--- config.mk ---
export PLATFORM = sky130hd
export DESIGN_NAME = bin_to_bcd
export DESIGN_NICKNAME = d
export VERILOG_FILES = /design/src/rtl/bin_to_bcd.sv
export SDC_FILE = /design/constraint.sdc
export NUM_CORES = 1
export LEC_CHECK = 0
export CAP_MARGIN = 20
export CORE_UTILIZATION = 55
export DETAILED_ROUTE_END_ITERATION = 7
export GPL_ROUTABILITY_DRIVEN = 0
export PLACE_DENSITY = 0.78
export RECOVER_POWER = 25
export SLEW_MARGIN = 10
export SYNTH_ARGS = -nofsm -noshare
export SYNTH_HDL_FRONTEND = slang
export SYNTH_SLANG_ARGS = --single-unit
--- constraint.sdc ---
create_clock -name clk -period 2.3 [get_ports clk]
set_input_delay 0.575 -clock clk [delete_from_list [all_inputs] [get_ports clk]]
set_output_delay 0.575 -clock clk [all_outputs]
set_load 0.01 [all_outputs]
--- src/rtl/bin_to_bcd.sv ---
// Iterative binary to packed-BCD converter (shift-add-3), one input bit per cycle,
// with valid/ready handshakes on both sides and a sticky overflow flag.
module bin_to_bcd #(
  parameter int BCD_DIGIT = 8
) (
  input  logic                   clk,
  input  logic                   rst_n,
  input  logic                   in_valid,
  output logic                   in_ready,
  input  logic [BCD_DIGIT*4-1:0] bin_in,
  output logic                   out_valid,
  input  logic                   out_ready,
  output logic [BCD_DIGIT*4-1:0] bcd_out,
  output logic                   overflow
);

  localparam int BIN_W = BCD_DIGIT * 4;
  localparam int CNT_W = $clog2(BIN_W + 1);

  typedef enum logic [1:0] {
    ST_IDLE  = 2'd0,
    ST_SHIFT = 2'd1,
    ST_DONE  = 2'd2
  } state_t;

  state_t             state_r, state_nx_s;
  logic               in_ready_r, in_ready_nx_s;
  logic               out_valid_r, out_valid_nx_s;
  logic [CNT_W-1:0]   cnt_r, cnt_nx_s;
  logic [BIN_W-1:0]   bin_r, bin_nx_s;
  logic [BIN_W-1:0]   acc_r, acc_nx_s;
  logic               ovf_acc_r, ovf_acc_nx_s;
  logic [BIN_W-1:0]   bcd_out_r, bcd_out_nx_s;
  logic               overflow_r, overflow_nx_s;
  logic [BIN_W-1:0]   adj_s;

  function automatic logic [3:0] add3(input logic [3:0] digit);
    if (digit >= 4'd5) begin
      return digit + 4'd3;
    end else begin
      return digit;
    end
  endfunction

  // Per-digit add-3 correction applied to the accumulator before each shift.
  always_comb begin
    adj_s = '0;
    for (int d = 0; d < BCD_DIGIT; d++) begin
      adj_s[d*4 +: 4] = add3(acc_r[d*4 +: 4]);
    end
  end

  // Next-state and next-output logic for the conversion sequencer.
  always_comb begin
    state_nx_s     = state_r;
    in_ready_nx_s  = in_ready_r;
    out_valid_nx_s = out_valid_r;
    cnt_nx_s       = cnt_r;
    bin_nx_s       = bin_r;
    acc_nx_s       = acc_r;
    ovf_acc_nx_s   = ovf_acc_r;
    bcd_out_nx_s   = bcd_out_r;
    overflow_nx_s  = overflow_r;
    case (state_r)
      ST_IDLE: begin
        if (in_valid && in_ready_r) begin
          bin_nx_s      = bin_in;
          acc_nx_s      = '0;
          ovf_acc_nx_s  = 1'b0;
          cnt_nx_s      = CNT_W'(BIN_W);
          in_ready_nx_s = 1'b0;
          state_nx_s    = ST_SHIFT;
        end else begin
          in_ready_nx_s = 1'b1;
        end
      end
      ST_SHIFT: begin
        // The bit pushed out of the top digit means the value reached 10**BCD_DIGIT.
        acc_nx_s     = {adj_s[BIN_W-2:0], bin_r[BIN_W-1]};
        bin_nx_s     = {bin_r[BIN_W-2:0], 1'b0};
        ovf_acc_nx_s = ovf_acc_r | adj_s[BIN_W-1];
        cnt_nx_s     = cnt_r - CNT_W'(1);
        if (cnt_r == CNT_W'(1)) begin
          bcd_out_nx_s   = {adj_s[BIN_W-2:0], bin_r[BIN_W-1]};
          overflow_nx_s  = ovf_acc_r | adj_s[BIN_W-1];
          out_valid_nx_s = 1'b1;
          state_nx_s     = ST_DONE;
        end else begin
          state_nx_s = ST_SHIFT;
        end
      end
      ST_DONE: begin
        if (out_ready) begin
          out_valid_nx_s = 1'b0;
          in_ready_nx_s  = 1'b1;
          state_nx_s     = ST_IDLE;
        end else begin
          state_nx_s = ST_DONE;
        end
      end
      default: begin
        state_nx_s     = ST_IDLE;
        in_ready_nx_s  = 1'b0;
        out_valid_nx_s = 1'b0;
      end
    endcase
  end

  // State and datapath registers.
  always_ff @(posedge clk or negedge rst_n) begin
    if (!rst_n) begin
      state_r     <= ST_IDLE;
      in_ready_r  <= 1'b0;
      out_valid_r <= 1'b0;
      cnt_r       <= '0;
      bin_r       <= '0;
      acc_r       <= '0;
      ovf_acc_r   <= 1'b0;
      bcd_out_r   <= '0;
      overflow_r  <= 1'b0;
    end else begin
      state_r     <= state_nx_s;
      in_ready_r  <= in_ready_nx_s;
      out_valid_r <= out_valid_nx_s;
      cnt_r       <= cnt_nx_s;
      bin_r       <= bin_nx_s;
      acc_r       <= acc_nx_s;
      ovf_acc_r   <= ovf_acc_nx_s;
      bcd_out_r   <= bcd_out_nx_s;
      overflow_r  <= overflow_nx_s;
    end
  end

  assign in_ready  = in_ready_r;
  assign out_valid = out_valid_r;
  assign bcd_out   = bcd_out_r;
  assign overflow  = overflow_r;

endmodule

==> impl_metrics.env, run 1 <==
export IMPL_status="complete, but fails checks"
export IMPL_violations="design-rule violations, max-capacitance violations, max-slew violations"
export IMPL_grt_pass1_wl_mm=18.7
export IMPL_holdPathEnd="bin_r[0]"
export IMPL_power_density_nw_per_um2=1510
export IMPL_die_area_um2=9680
export IMPL_postLayoutCoreUtil=0.698
export IMPL_stdcell_count=686
export IMPL_routedWlPerCell_um=15.7
export IMPL_ios=71
export IMPL_timing_final_hold_violations=0
export IMPL_ctsHoldBuffers=0
export IMPL_synthToLayoutAreaGrowth_pct=20.8
export IMPL_yosys_register_bits=108
export IMPL_endpoint_kind="flip-flop"
export IMPL_drtIter0Drc=155
export IMPL_min_delay_start="bin_r[0]"
export IMPL_drv_slew=30
export IMPL_hold_path_class="flip-flop to flip-flop"
export IMPL_post_cts_buffers=0
export IMPL_synth_top_flop_cell="dfrtp_1"
export IMPL_netlist_instances=506
export IMPL_grt_max_degree=48
export IMPL_yosys_area_top_type="dfrtp_1"
export IMPL_drv_cap=1
export IMPL_syn_area_um2=5110
export IMPL_clkLatencyLatePin_ns=0.36
export IMPL_cp_max_fo=18
export IMPL_r2r_start="cnt_r[2]"
export IMPL_finClkSkew_ns=0.00967
export IMPL_placed_cells=670
export IMPL_dpl_cell_area_um2=5980
export IMPL_required_ns=2.54
export IMPL_period_minus_slack_ns=1.98
export IMPL_cts_tree="yes"
export IMPL_gr_total_overflow=0
export IMPL_total_power_mw=9.31
export IMPL_crit_type="flip-flop to flip-flop"
export IMPL_drtPass1Iterations=8
export IMPL_netlist_top_cells_area="dfrtp_1 (53%), nand2_1 (6.4%), ha_1 (4.4%)"
export IMPL_pre_cts_slack_ns=0.222
export IMPL_worstHoldPathCells=2
export IMPL_worst_ep_arrival_time_ns=2.22
export IMPL_worst_slew_pin_slew_ns=1.66
export IMPL_fp_coreArea_um2=8850
export IMPL_yosysWarningCount=0
export IMPL_fin_hold_ws_ns=0.480
export IMPL_root_buffer="clkbuf_8"
export IMPL_drc_errors=1
export IMPL_cts_repair_resized=0
export IMPL_htreeDepth=3
export IMPL_fin_crit_sh=0.859
export IMPL_initial_core_util=0.577
export IMPL_grt_total_usage=0.241
export IMPL_hpwl_mm=7.26
export IMPL_p_leak_nw=2.78
export IMPL_yosys_area_top_type_share=0.529
export IMPL_mappedNetlistNets=560
export IMPL_antenna_found_initial=0
export IMPL_rsz0062_at_grt="false"
export IMPL_io_buffers=70
export IMPL_r2r_end="bcd_out[30]"
export IMPL_vias_per_cell=5.76
export IMPL_drtAntennaViolNets=0
export IMPL_finalNetCount=627
export IMPL_yosys_top_cells_count="dfrtp_1 (108), nand2_1 (87), a21oi_1 (43)"
export IMPL_fmax_mhz=506
export IMPL_synth_edf_count=0
export IMPL_die_h_um=98.4
export IMPL_setup_violations=0
export IMPL_yosysSeqAreaShare=0.529
export IMPL_synth_cell_types=35
export IMPL_setup_tns_ns=0
export IMPL_row_count=34
export IMPL_layout_drive_gt1_share=0.0900
export IMPL_clk_pin_slew_ns=0.10
export IMPL_die_x_um=98.4
export IMPL_synthArstFlopShare=1.00
export IMPL_cts_buffers=9
export IMPL_fill_cells=676
export IMPL_ff_latch_area_um2=2700
export IMPL_fin_area_um2=6170
export IMPL_synth_most_common_cell="dfrtp_1"
export IMPL_peakVddDrop_mv=0.771
export IMPL_clock_path_buffers=2
export IMPL_fin_ws_ns=0.325
export IMPL_vias=3948
export IMPL_multi_input_area_um2=2210
export IMPL_cp_start_kind="flip-flop"
export IMPL_cts_sinks=108
export IMPL_r2r_cells=4
export IMPL_num_antenna_cells=0
export IMPL_avgSynthCellArea_um2=10.1
export IMPL_r2r_slack_ns=0.32
export IMPL_routed_wirelength_mm=10.8
export IMPL_grt_pass1_vias=4044
export IMPL_relSlewSlack=-0.104
[flip-flops by register name, summed over array words and instances, names as in the netlist]
register,count
acc_r,32
bcd_out,32
bin_r,32
cnt_r,6
state_r,2
in_ready,1
out_valid,1
overflow,1
ovf_acc_r,1
[how the worst max path moves through the flow]
stage                     startpoint           to  slack (ns)  cells after the start
after CTS                   cnt_r[2]  bcd_out[30]        0.32                      4
after global placement      in_valid    acc_r[18]        0.24                      5
after detailed placement    in_valid    acc_r[13]        0.22                      5
final                       cnt_r[2]  bcd_out[30]        0.32                      4
after global routing        cnt_r[2]  bcd_out[30]        0.23                      4
after floorplan             cnt_r[2]  bcd_out[10]        0.60                      4
[area by class of cell]
class	instances	share of cell area
flip-flops and latches	108	0.438
multi-input cells	349	0.359
repair buffers	84	0.138
well taps	108	0.0219
clock buffers	11	0.0213
inverters	21	0.0128
clock inverters	5	0.00993
[routing by layer]
metal | wire [um] | global-route usage | vias up
li1 | - | - | 1909
met1 | 4920 | 0.318 | 1942
met2 | 5350 | 0.405 | 91
met3 | 428 | 0.0480 | 6
met4 | 85 | 0.0689 | 0
met5 | 0 | 0 | -
[cell families (layout without fill, tap and decap cells)]
family | after synthesis | in the layout | synth area share
and+or+nand+nor | 161 | 161 | 0.144
xor gates and xnor gates | 9 | 9 | 0.0154
buffers and inverters | 49 | 121 | 0.0404
AOI/OAI and AO/OA | 136 | 136 | 0.174
muxes | 25 | 25 | 0.0532
adders and majority gates | 18 | 18 | 0.0441
DFF | 108 | 108 | 0.529
[report_power, final]
group          internal, mW  switching [mW]
sequential             2.82           0.679
clock                 0.509           0.645
combinational          2.27            2.39
[layout by cell type, fill, tap and decap left out, types with 2 or more instances in the layout]
master	netlist	routed
a22o_1	17	17
xnor2_1	8	8
buf_4	3	10
a21oi_1	43	43
nand2_1	87	87
mux2_2	17	17
ha_1	18	18
clkinvlp_4	0	3
clkdlybuf4s50_1	0	69
mux2i_1	8	8
a32o_1	8	8
nor3b_1	16	16
nand2b_1	12	12
clkbuf_8	0	9
o211ai_1	15	15
nor2_1	36	35
a31oi_1	17	17
buf_12	0	4
dfrtp_1	108	108
nor3_1	2	2
o21ai_0	16	16
o22ai_1	9	9
inv_1	21	21
clkbuf_1	12	3
o31ai_1	8	8
[worst max-delay path, cell delays in order (launching register included)]
cell and delay (ns):
dfrtp_1 0.44, or3_4 0.45, nor3_4 0.30, buf_4 0.31
mux2_2 0.37
No activity file was read; power rests on OpenSTA's default activity.
==> run 2: changes to the inputs <==
PLACE_DENSITY = 0.87   (was 0.78)
==> run 2 against run 1 <==
Net effect: the run ends with design-rule violations left; global-route usage increased by 1.2 points; routed wire length grew 4.8%; count of clock-buffer cells in the layout shrank 2; sequential share of layout area hardly changed; first-iteration DRC count grew 27%; setup slack improved by 0.036 ns; register-to-register slack improved by 0.06 ns; largest cell class unchanged; largest power group unchanged.
==> impl_metrics.env, run 2 (synthesized netlist as in run 1, its figures left out) <==
export IMPL_wl_met2_mm=5.59
export IMPL_peakVddDrop_mv=0.706
export IMPL_cp_start_kind="flip-flop"
export IMPL_dr_wl_met3_um=532
export IMPL_io_buffers=70
export IMPL_drc_errors=3
export IMPL_ctsHoldBuffers=0
export IMPL_drtIter0Drc=197
export IMPL_worst_slew_pin_slew_ns=0.970
export IMPL_fin_crit_sh=0.843
export IMPL_power_density_nw_per_um2=1530
export IMPL_finClkSkew_ns=0.0135
export IMPL_ios=71
export IMPL_grt_pass1_vias=4186
export IMPL_violations="design-rule violations"
export IMPL_grt_pass1_wl_mm=19.4
export IMPL_internal_power_mw=5.60
export IMPL_p_leak_nw=2.80
export IMPL_row_count=34
export IMPL_die_h_um=98.4
export IMPL_vias_per_cell=5.92
export IMPL_fmax_mhz=516
export IMPL_power_switching_mw=3.84
export IMPL_rsz0062_at_grt="false"
export IMPL_hpwl_mm=7.71
export IMPL_grt_total_usage=0.252
export IMPL_antenna_found_initial=0
export IMPL_cts_tree="yes"
export IMPL_wl_met1_mm=4.96
export IMPL_setup_violations=0
export IMPL_slowest_stage="clkdlybuf4s50_1"
export IMPL_seqPwrFrac=0.374
export IMPL_cp_top_family="buffers and inverters"
export IMPL_clk_pin_slew_ns=0.11
export IMPL_p_sw_frac=0.407
export IMPL_drtPass1Iterations=8
export IMPL_timing_final_hold_violations=0
export IMPL_synthToLayoutAreaGrowth_pct=20.9
export IMPL_die_area_um2=9680
export IMPL_highest_layer="met4"
export IMPL_worst_ep_arrival_time_ns=1.36
export IMPL_initial_core_util=0.577
export IMPL_layout_drive_gt1_share=0.0952
export IMPL_cts_repair_resized=0
export IMPL_endpoint_kind="output port"
export IMPL_relSlewSlack=0.353
export IMPL_fill_cells=643
export IMPL_clkLatencyLatePin_ns=0.38
export IMPL_die_x_um=98.4
export IMPL_layout_commonest_cell="dfrtp_1"
export IMPL_drv_cap=0
export IMPL_grt_max_degree=47
export IMPL_p_comb_frac=0.497
export IMPL_layout_common_cells="dfrtp_1 (108), nand2_1 (87), clkdlybuf4s50_1 (69)"
export IMPL_clock_path_buffers=2
export IMPL_num_antenna_cells=0
export IMPL_pre_cts_slack_ns=0.223
export IMPL_placed_cells=670
export IMPL_htreeDepth=3
export IMPL_cp_num_buf_inv=1
export IMPL_routed_wirelength_mm=11.3
export IMPL_routedWlPerCell_um=16.5
export IMPL_required_ns=1.73
export IMPL_cp_cell_sequence="clkdlybuf4s50_1"
export IMPL_drtAntennaViolNets=0
export IMPL_clkPwrFrac=0.129
export IMPL_status="complete, but fails checks"
export IMPL_cp_max_fo=5
export IMPL_hold_path_class="input port to async pin"
export IMPL_setup_tns_ns=0
export IMPL_r2r_cells=4
export IMPL_post_cts_buffers=0
export IMPL_fin_ws_ns=0.361
export IMPL_vias=4062
export IMPL_fp_coreArea_um2=8850
export IMPL_cts_buffers=9
export IMPL_crit_type="flip-flop to output port"
export IMPL_cts_sinks=108
export IMPL_cp_depth=1
export IMPL_drv_slew=0
export IMPL_gr_total_overflow=0
export IMPL_critPathMaxStageDelay_ns=0.56
export IMPL_period_minus_slack_ns=1.94
export IMPL_finalNetCount=627
export IMPL_root_buffer="clkbuf_8"
export IMPL_stdcell_count=686
==> run 2: power groups by stage <==
stage	Sequential (mW)	Combinational, mW	Clock [mW]
finish	3.53	4.69	1.22
global route	3.67	5.22	1.30
CTS	3.53	4.71	1.23
detailed placement	3.54	4.70	0
global placement	3.49	4.41	0
floorplan	3.50	3.09	0
==> run 2: layout make-up <==
| class | count | area [um2] | share of cell area |
|---|---|---|---|
| multi-input cells | 349 | 2210 | 0.359 |
| repair buffers | 84 | 836 | 0.135 |
| inverters | 21 | 78.8 | 0.0128 |
| clock inverters | 7 | 83.8 | 0.0136 |
| flip-flops and latches | 108 | 2700 | 0.438 |
| clock buffers | 9 | 124 | 0.0201 |
| well taps | 108 | 135 | 0.0219 |
==> run 2: path summary, 6_finish.rpt <==
check                           startpoint     endpoint  slack [ns]
worst min-delay path                 rst_n     acc_r[3]        0.33
worst min register to register    bin_r[4]     bin_r[5]        0.51
min in group clk                  bin_r[4]     bin_r[5]        0.51
worst max register to register    cnt_r[3]  bcd_out[18]        0.38
worst max-delay path              in_ready     in_ready        0.36
max in group asynchronous            rst_n    acc_r[23]        0.51
==> run 2: metrics by stage <==
stage	utilization	area, um2	hold slack (ns)	total power, mW
2_1_floorplan	-	5110	0.279	6.59
3_3_place_gp	0.676	5980	0.451	7.90
3_5_place_dp	0.676	5980	0.487	8.24
4_1_cts	0.700	6190	0.169	9.47
5_1_grt	0.698	6170	0.393	10.2
6_report	0.698	6170	0.333	9.44
==> run 2: routing by layer <==
layer  vias up  global-route usage
met5         -                   0
met4         0              0.0850
met3        22              0.0480
met2       123               0.431
met1      2010               0.325
li1       1907                   -
==> run 3: changes to the inputs <==
clock period = 1.97 ns   (was 2.3 ns; I/O delays follow)
==> run 3 against run 2 <==
Net effect: the flow still finishes with violations (design-rule violations); clock skew is 0.0065 ns lower; count of clock-buffer cells in the layout unchanged; utilization increased by 0.27 points; worst hold slack improved by 0.15 ns; critical path type unchanged; highest routed layer unchanged.
==> impl_metrics.env, run 3 (synthesized netlist as in run 1, its figures left out) <==
export IMPL_rsz0062_at_grt="false"
export IMPL_grt_pass1_vias=4114
export IMPL_cp_max_fo=5
export IMPL_initial_core_util=0.577
export IMPL_drv_slew=0
export IMPL_total_power_mw=11.1
export IMPL_setup_violations=0
export IMPL_fill_cells=657
export IMPL_status="complete, but fails checks"
export IMPL_gr_total_overflow=0
export IMPL_layout_common_cells="dfrtp_1 (108), nand2_1 (87), clkdlybuf4s50_1 (69)"
export IMPL_cp_cell_sequence="clkdlybuf4s50_1"
export IMPL_power_density_nw_per_um2=1790
export IMPL_hold_path_class="flip-flop to flip-flop"
export IMPL_multi_input_area_um2=2210
export IMPL_violations="design-rule violations"
export IMPL_required_ns=1.48
export IMPL_layout_commonest_cell="dfrtp_1"
export IMPL_finalNetCount=626
export IMPL_fin_hold_ws_ns=0.487
export IMPL_cts_tree="yes"
export IMPL_drtIter0Drc=235
export IMPL_cp_num_buf_inv=1
export IMPL_clk_pin_slew_ns=0.10
export IMPL_dpl_cell_area_um2=6000
export IMPL_grt_total_usage=0.243
export IMPL_antenna_found_initial=0
export IMPL_drv_cap=0
export IMPL_worst_slew_pin_slew_ns=1.44
export IMPL_drc_errors=3
export IMPL_cts_sinks=108
export IMPL_htreeDepth=3
export IMPL_drtPass1Iterations=8
export IMPL_ff_latch_area_um2=2700
export IMPL_crit_type="flip-flop to output port"
export IMPL_peakVddDrop_mv=0.873
export IMPL_root_buffer="clkbuf_8"
export IMPL_vias_per_cell=5.86
export IMPL_die_h_um=98.4
export IMPL_setup_tns_ns=0
export IMPL_critPathMaxStageDelay_ns=0.56
export IMPL_die_area_um2=9680
export IMPL_drtAntennaViolNets=0
export IMPL_cp_top_family="buffers and inverters"
export IMPL_period_minus_slack_ns=1.87
export IMPL_cts_repair_resized=0
export IMPL_fmax_mhz=533
export IMPL_layout_drive_gt1_share=0.0936
export IMPL_finClkSkew_ns=0.00707
export IMPL_relSlewSlack=0.0424
export IMPL_fin_area_um2=6200
export IMPL_grt_max_degree=109
export IMPL_postLayoutCoreUtil=0.700
export IMPL_timing_final_hold_violations=0
export IMPL_routed_wirelength_mm=11.0
export IMPL_post_cts_buffers=0
export IMPL_fp_coreArea_um2=8850
export IMPL_ctsHoldBuffers=0
export IMPL_fin_crit_sh=0.952
export IMPL_routedWlPerCell_um=16.1
export IMPL_cp_start_kind="flip-flop"
export IMPL_vias=4013
export IMPL_synthToLayoutAreaGrowth_pct=21.3
export IMPL_endpoint_kind="output port"
export IMPL_cts_buffers=9
export IMPL_row_count=34
export IMPL_io_buffers=70
export IMPL_num_antenna_cells=0
export IMPL_slowest_stage="clkdlybuf4s50_1"
export IMPL_grt_pass1_wl_mm=18.8
export IMPL_clock_path_buffers=2
export IMPL_hpwl_mm=7.30
export IMPL_ios=71
export IMPL_p_leak_nw=2.79
export IMPL_die_x_um=98.4
export IMPL_clkLatencyLatePin_ns=0.38
export IMPL_worst_ep_arrival_time_ns=1.38
==> run 3: power by group <==
part           total [mW]  internal, mW  switching, mW
logic                5.54          2.68           2.87
clock network        1.43         0.610          0.824
registers            4.10          3.29          0.805
==> run 3: per-stage QoR <==
stage	worst slack, ns	std cells
after global placement	0.0187	669
after global routing	0.0499	685
final	0.0955	685
after CTS	0.0752	685
after floorplan	0.274	506
after detailed placement	-0.0108	669
==> run 3: routing by layer <==
layer,part of all wire,vias to the layer above,global-route usage
li1,-,1908,-
met1,0.44,1965,0.319
met4,0.017,0,0.0976
met3,0.050,21,0.0544
met5,0,-,0
met2,0.49,119,0.395
==> run 3: path summary, 6_finish.rpt <==
path / startpoint / end / slack [ns] / depth (start not counted)
max in group asynchronous: rst_n / bin_r[26] / 0.51 / 2
worst max register to register: cnt_r[2] / bcd_out[21] / 0.13 / 4
worst max-delay path: in_ready / in_ready / 0.1 / 1
worst min register to register: bin_r[0] / bin_r[0] / 0.49 / 2
min in group asynchronous: rst_n / acc_r[2] / 0.54 / 2
worst min-delay path: bin_r[0] / bin_r[0] / 0.49 / 2
==> run 3: cell type report <==
type	instances	area share
clock buffer	9	0.0200
tap	108	0.0218
sequential	108	0.436
clock inverter	7	0.0137
timing repair buffer	83	0.139
multi-input combinational	349	0.357
inverter	21	0.0127
